==> config.mk <==
export PLATFORM = sky130hd
export DESIGN_NAME = inst_align_expand
export DESIGN_NICKNAME = d
export VERILOG_FILES = /design/src/rtl/inst_align_expand.sv
export SDC_FILE = /design/constraint.sdc
export NUM_CORES = 1
export LEC_CHECK = 0
export ABC_AREA = 1
export BUFFER_PORTS_ARGS = -buffer_cell sky130_fd_sc_hd__buf_4
export CORE_MARGIN = 2
export CORE_UTILIZATION = 52
export CTS_CLUSTER_DIAMETER = 120
export DETAILED_ROUTE_END_ITERATION = 6
export GPL_ROUTABILITY_DRIVEN = 1
export PLACE_DENSITY = 0.78
export SLEW_MARGIN = 5
export SYNTH_ARGS = -nofsm -noshare
export SYNTH_HDL_FRONTEND = slang
export SYNTH_SLANG_ARGS = --single-unit
export TNS_END_PERCENT = 50
==> constraint.sdc <==
create_clock -name clk -period 3 [get_ports clk]
set_input_delay 0.45 -clock clk [delete_from_list [all_inputs] [get_ports clk]]
set_output_delay 0.45 -clock clk [all_outputs]
set_load 0.01 [all_outputs]
==> src/rtl/inst_align_expand.sv <==
// Halfword-aligning instruction buffer between the I-memory port and decode.
// Define RVC_EXPAND_EN to expand compressed instructions into their RV32I equivalents.
module inst_align_expand #(
  parameter logic [31:0] RESET_PC = 32'h00000060
) (
  input  logic        clk,
  input  logic        rst,
  input  logic        fw_valid,
  output logic        fw_ready,
  input  logic [31:0] fw_data,
  input  logic        flush,
  input  logic [31:0] flush_pc,
  output logic        ir_valid,
  input  logic        ir_ready,
  output logic [31:0] ir,
  output logic [31:0] pc,
  output logic        is_compr,
  output logic        illegal
);
  localparam logic [31:0] NOP = 32'h00000013;

  logic [15:0] hw_q [4];
  logic [15:0] hw_d [4];
  logic [2:0]  count_q, count_d;
  logic [31:0] head_pc_q, head_pc_d;
  logic        skip_q, skip_d;

  logic        head_is32, head_avail, push, pop;
  logic [2:0]  pop_n, base;
  logic [63:0] shifted;
  logic [31:0] c_ir;
  logic        c_ill;

  assign fw_ready   = (count_q <= 3'd2) || flush;
  assign head_is32  = (hw_q[0][1:0] == 2'b11);
  assign head_avail = head_is32 ? (count_q >= 3'd2) : (count_q >= 3'd1);
  assign ir_valid   = head_avail && !flush;
  assign push       = fw_valid && fw_ready && !flush;
  assign pop        = ir_valid && ir_ready;
  assign pc         = head_pc_q;

  // Pop first (shift the FIFO down), then append the incoming halfwords at the new tail.
  always_comb begin
    pop_n = 3'd0;
    if (pop) pop_n = head_is32 ? 3'd2 : 3'd1;
    base    = count_q - pop_n;
    shifted = {hw_q[3], hw_q[2], hw_q[1], hw_q[0]} >> {pop_n, 4'b0000};
    for (int i = 0; i < 4; i++) begin
      hw_d[i] = shifted[16*i +: 16];
      if (push) begin
        if (skip_q) begin
          if (3'(i) == base) hw_d[i] = fw_data[31:16];
        end else begin
          if (3'(i) == base)        hw_d[i] = fw_data[15:0];
          if (3'(i) == base + 3'd1) hw_d[i] = fw_data[31:16];
        end
      end
    end
    count_d = base;
    if (push) count_d = base + (skip_q ? 3'd1 : 3'd2);
    skip_d    = push ? 1'b0 : skip_q;
    head_pc_d = head_pc_q;
    if (pop) head_pc_d = head_pc_q + (head_is32 ? 32'd4 : 32'd2);
    if (flush) begin
      count_d   = 3'd0;
      head_pc_d = flush_pc & ~32'd1;
      skip_d    = flush_pc[1];
    end
  end

  always_ff @(posedge clk or posedge rst) begin
    if (rst) begin
      for (int i = 0; i < 4; i++) hw_q[i] <= '0;
      count_q   <= 3'd0;
      head_pc_q <= RESET_PC;
      skip_q    <= 1'b0;
    end else begin
      for (int i = 0; i < 4; i++) hw_q[i] <= hw_d[i];
      count_q   <= count_d;
      head_pc_q <= head_pc_d;
      skip_q    <= skip_d;
    end
  end

`ifdef RVC_EXPAND_EN
  localparam logic [6:0] OP_IMM = 7'b0010011;
  localparam logic [6:0] OP_LD  = 7'b0000011;

  function automatic logic [31:0] enc_i(input logic [11:0] imm, input logic [4:0] rs1,
                                        input logic [2:0] f3, input logic [4:0] rd,
                                        input logic [6:0] op);
    return {imm, rs1, f3, rd, op};
  endfunction

  function automatic logic [31:0] enc_s(input logic [11:0] imm, input logic [4:0] rs2,
                                        input logic [4:0] rs1);
    return {imm[11:5], rs2, rs1, 3'b010, imm[4:0], 7'b0100011};
  endfunction

  function automatic logic [31:0] enc_r(input logic [6:0] f7, input logic [4:0] rs2,
                                        input logic [4:0] rs1, input logic [2:0] f3,
                                        input logic [4:0] rd);
    return {f7, rs2, rs1, f3, rd, 7'b0110011};
  endfunction

  logic [15:0] c;
  logic [4:0]  rd, rs2, rdp, rs1p;
  logic [11:0] imm6;
  logic [20:0] joff;
  logic [12:0] boff;
  logic [31:0] enc;
  logic [2:0]  alu_f3;
  logic        ill;

  always_comb begin
    c    = hw_q[0];
    rd   = c[11:7];
    rs2  = c[6:2];
    rdp  = {2'b01, c[4:2]};
    rs1p = {2'b01, c[9:7]};
    imm6 = {{6{c[12]}}, c[12], c[6:2]};
    joff = {{9{c[12]}}, c[12], c[8], c[10:9], c[6], c[7], c[2], c[11], c[5:3], 1'b0};
    boff = {{4{c[12]}}, c[12], c[6:5], c[2], c[11:10], c[4:3], 1'b0};
    enc  = NOP;
    ill  = 1'b0;
    alu_f3 = 3'b000;
    case ({c[1:0], c[15:13]})
      5'b00_000: if (c[12:5] == 8'd0) ill = 1'b1;
                 else enc = enc_i({2'b00, c[10:7], c[12:11], c[5], c[6], 2'b00}, 5'd2, 3'b000, rdp, OP_IMM);
      5'b00_010: enc = enc_i({5'b0, c[5], c[12:10], c[6], 2'b00}, rs1p, 3'b010, rdp, OP_LD);
      5'b00_110: enc = enc_s({5'b0, c[5], c[12:10], c[6], 2'b00}, rdp, rs1p);
      5'b01_000: enc = enc_i(imm6, rd, 3'b000, rd, OP_IMM);
      5'b01_001: enc = {joff[20], joff[10:1], joff[11], joff[19:12], 5'd1, 7'b1101111};
      5'b01_010: enc = enc_i(imm6, 5'd0, 3'b000, rd, OP_IMM);
      5'b01_011: begin
        if (rd == 5'd2)
          enc = enc_i({{3{c[12]}}, c[4:3], c[5], c[2], c[6], 4'b0000}, 5'd2, 3'b000, 5'd2, OP_IMM);
        else if ({c[12], c[6:2]} == 6'd0) ill = 1'b1;
        else enc = {{15{c[12]}}, c[6:2], rd, 7'b0110111};
      end
      5'b01_100: begin
        case (c[11:10])
          2'b00:   if (c[12]) ill = 1'b1;
                   else enc = {7'b0000000, c[6:2], rs1p, 3'b101, rs1p, OP_IMM};
          2'b01:   if (c[12]) ill = 1'b1;
                   else enc = {7'b0100000, c[6:2], rs1p, 3'b101, rs1p, OP_IMM};
          2'b10:   enc = enc_i(imm6, rs1p, 3'b111, rs1p, OP_IMM);
          default: begin
            case (c[6:5])
              2'b00:   alu_f3 = 3'b000;
              2'b01:   alu_f3 = 3'b100;
              2'b10:   alu_f3 = 3'b110;
              default: alu_f3 = 3'b111;
            endcase
            if (c[12]) ill = 1'b1;
            else enc = enc_r((c[6:5] == 2'b00) ? 7'b0100000 : 7'b0000000, rdp, rs1p, alu_f3, rs1p);
          end
        endcase
      end
      5'b01_101: enc = {joff[20], joff[10:1], joff[11], joff[19:12], 5'd0, 7'b1101111};
      5'b01_110, 5'b01_111:
        enc = {boff[12], boff[10:5], 5'd0, rs1p, {2'b00, c[13]}, boff[4:1], boff[11], 7'b1100011};
      5'b10_000: if (c[12]) ill = 1'b1;
                 else enc = {7'b0000000, c[6:2], rd, 3'b001, rd, OP_IMM};
      5'b10_010: if (rd == 5'd0) ill = 1'b1;
                 else enc = enc_i({4'b0, c[3:2], c[12], c[6:4], 2'b00}, 5'd2, 3'b010, rd, OP_LD);
      5'b10_100: begin
        if (!c[12]) begin
          if (rs2 != 5'd0)     enc = enc_r(7'b0, rs2, 5'd0, 3'b000, rd);
          else if (rd == 5'd0) ill = 1'b1;
          else                 enc = enc_i(12'd0, rd, 3'b000, 5'd0, 7'b1100111);
        end else begin
          if (rs2 != 5'd0)     enc = enc_r(7'b0, rs2, rd, 3'b000, rd);
          else if (rd == 5'd0) enc = 32'h00100073;
          else                 enc = enc_i(12'd0, rd, 3'b000, 5'd1, 7'b1100111);
        end
      end
      5'b10_110: enc = enc_s({4'b0, c[8:7], c[12:9], 2'b00}, rs2, 5'd2);
      default:   ill = 1'b1;  // FP, RV64-only and reserved slots
    endcase
    c_ill = ill;
    c_ir  = ill ? NOP : enc;
  end
`else
  assign c_ir  = {16'h0000, hw_q[0]};
  assign c_ill = 1'b1;
`endif

  always_comb begin
    ir       = NOP;
    is_compr = 1'b0;
    illegal  = 1'b0;
    if (ir_valid) begin
      if (head_is32) begin
        ir = {hw_q[1], hw_q[0]};
      end else begin
        ir       = c_ir;
        is_compr = 1'b1;
        illegal  = c_ill;
      end
    end
  end
endmodule
==> metrics.cfg <==
[setup_path]
crit_type = reg2reg
required_ns = 3.30
cp_max_fo = 30
r2r-start = c_ir[1]
rrSetupSlack_ns = 0.19
r2r_end = hw_q[11]
startpoint_type = flip-flop
endpoint = hw_q[11]
critPathLaunch = c_ir[1]
arrival_ns = 3.12
ff2ff_path_depth = 15
critPathCaptureType = flip-flop

[layout]
fin_area_um2 = 9770
antenna_cells = 0
mostFrequentLayoutCells = 399 x nand2_1, 175 x buf_4, 119 x nand3_1
area_growth_pct = 19.3
final_common_cell = nand2_1
drive_gt1_share_pct = 17.7
final_cells = 1597
fin_nets = 1457

[routing]
viasPerCell = 5.87
drc = 0
vias = 9374
drt_iter0_drc = 958
first_pass_iters = 5
wire_per_inst_um = 16.5
wl_um = 26400
antenna_left = 0

[die]
die_area_um2 = 16800
ios = 137
die_w_um = 129
coreArea_um2 = 15300
dieHeight_um = 129
num_rows = 45
initial_core_util_pct = 53.5

[logic_synthesis]
syn_inst = 1271
synth_ff_type = dfrtp_1
syn_avg_cell_area_um2 = 6.44
yosysSeqAreaShare_pct = 30.3
yosysUniqueCellTypes = 52
syn_nets = 1347
ys_ff_latch = 99
synth_top_area_share_pct = 29.6
ys_warn_count = 0
synth_edf_count = 0
synth.area.top_cells = dfrtp_1 30%, nand2_1 18%, nand3_1 7.3%
async_reset_ff_share_pct = 100
synthesis.area_um2 = 8190
yosys.area.top_type = dfrtp_1

[clock_tree]
cts_tree = built
path_clk_slew_ns = 0.07
clock-sinks = 99
cts_buffers = 9
cts-hold-fix-buffers = 0
clk_path_buf_depth = 2
cts-root-buf = clkbuf_16
htreeDepth = 3
clock_latency_ns = 0.36

[timing]
skew_ns = 0.00796
hold_viol_final = 0
rsz0062_at_grt = no
timing.final.crit_share_pct = 93.8
finalSetupTns_ns = 0
worst_slew_pin_slew_ns = 0.698
finalSetupViolCount = 0
fmax_mhz = 355
relSlewSlack_pct = 53.3
slew_viol_final = 0
post-route-min-period_ns = 2.81

[global_routing]
grt_use_total_pct = 31.9
grt_max_degree = 100
overflow = 0
first_global_vias = 8686
grt_first_pass_wirelength_um = 42300
antenna_found_initial = 0

[place]
gp_congestion = 0.873
portBuffers = 134
dpl.hpwl_um = 17500
dpl_cell_area_um2 = 9380
dp.cells = 1576

[pwr]
fin_total_pwr_mw = 8.99
leakage_nw = 4.91
power.density_nw_per_um2 = 921
ir_drop_v = 0.000759

[flow_run]
drv_cap = 0

[run_status]
status = finished clean

[hold_path]
hold_class = in2async

==> worst max-delay path, cell delays in order (launching register included) <==
cell and delay [ns]:
dfrtp_1 0.44, nand2_4 0.16, nand3_2 0.10, nand2_4 0.11, nand2_8 0.07, nor2_8 0.08
ha_2 0.18, fa_2 0.47, buf_4 0.17, nor3_2 0.22, inv_2 0.06, buf_4 0.24
nor2_1 0.18, nand3b_1 0.13, nand3_1 0.07, nand2_1 0.06
==> state kept, by name, indices dropped and copies added (netlist names) <==
register  count
c_ir         16
count_q       3
hw_q         48
pc           31
skip_q        1
==> metal layers <==
layer  GRT usage, %  up-vias  wire [µm]
met2           51.3      498      12100
met5              0        -          0
met4           13.5        0        880
li1               -     4439          -
met1           42.7     4369      11000
met3           5.62       68       2430
==> through the flow <==
stage / hold slack, ns / utilization, % / worst slack, ns
6_report: 0.244 / 63.8 / 0.187
5_1_grt: 0.305 / 63.8 / 0.0112
4_1_cts: 0.281 / 63.3 / 0.00439
3_5_place_dp: 0.524 / 61.3 / 0.0272
3_3_place_gp: 0.516 / 61.3 / 0.107
2_1_floorplan: 0.520 / - / 0.0128
==> Yosys cell counts, types with 2 or more instances <==
cell / number
o211ai_1: 25
o221ai_1: 20
nor2_1: 97
buf_1: 4
nand2_2: 8
fa_1: 3
a22oi_1: 2
o22ai_1: 7
a21oi_1: 48
inv_1: 114
or2_2: 5
clkinv_1: 2
xnor2_1: 2
buf_2: 26
a31oi_1: 6
inv_2: 6
nand4_1: 37
nand3_2: 5
dfstp_2: 2
buf_4: 10
a32oi_1: 2
mux2i_1: 15
buf_6: 9
dfrtp_1: 97
o21ai_1: 11
nand3_1: 120
ha_1: 4
nand3b_1: 21
nand2_1: 400
nor4_1: 2
xor2_1: 3
nand2_4: 2
clkbuf_1: 33
o21ai_0: 87
nor3_1: 19
==> final cells by class <==
cell class / instances / area [µm²]
Multi-Input combinational cell: 966 / 4820
Inverter: 124 / 480
Clock buffer: 11 / 253
Tap cell: 211 / 264
Fill cell: 1465 / 5550
Sequential cell: 99 / 2480
Clock inverter: 5 / 60.1
Timing Repair Buffer: 181 / 1410
==> how the worst min path moves through the flow <==
stage,from,to,depth (start not counted)
floorplan,hw_q[0],hw_q[0],2
global placement,pc[31],pc[31],2
detailed placement,pc[31],pc[31],2
CTS,rst,pc[8],3
global route,rst,pc[8],3
finish,rst,pc[8],3
==> power by group <==
part	total [mW]	internal, mW	switching, mW
Combinational	5.36	1.99	3.37
Sequential	2.38	1.86	0.516
Clock	1.25	0.696	0.558
==> repair_timing <==
action	in CTS	in global routing
gates resized for setup	0	9
endpoints found under the setup margin	0	78
buffers inserted	0	5
==> cells by family after synthesis <==
group / synth area share [%]
AO/OA/AOI/OAI: 15.8
XOR/XNOR: 0.535
adder cells (fa/ha/maj): 1.34
buffers and inverters: 11.2
other: 0.0458
AND/OR/NAND/NOR: 39.0
flip-flops: 30.3
multiplexers: 1.83
Power figures use the tool's default switching activity.
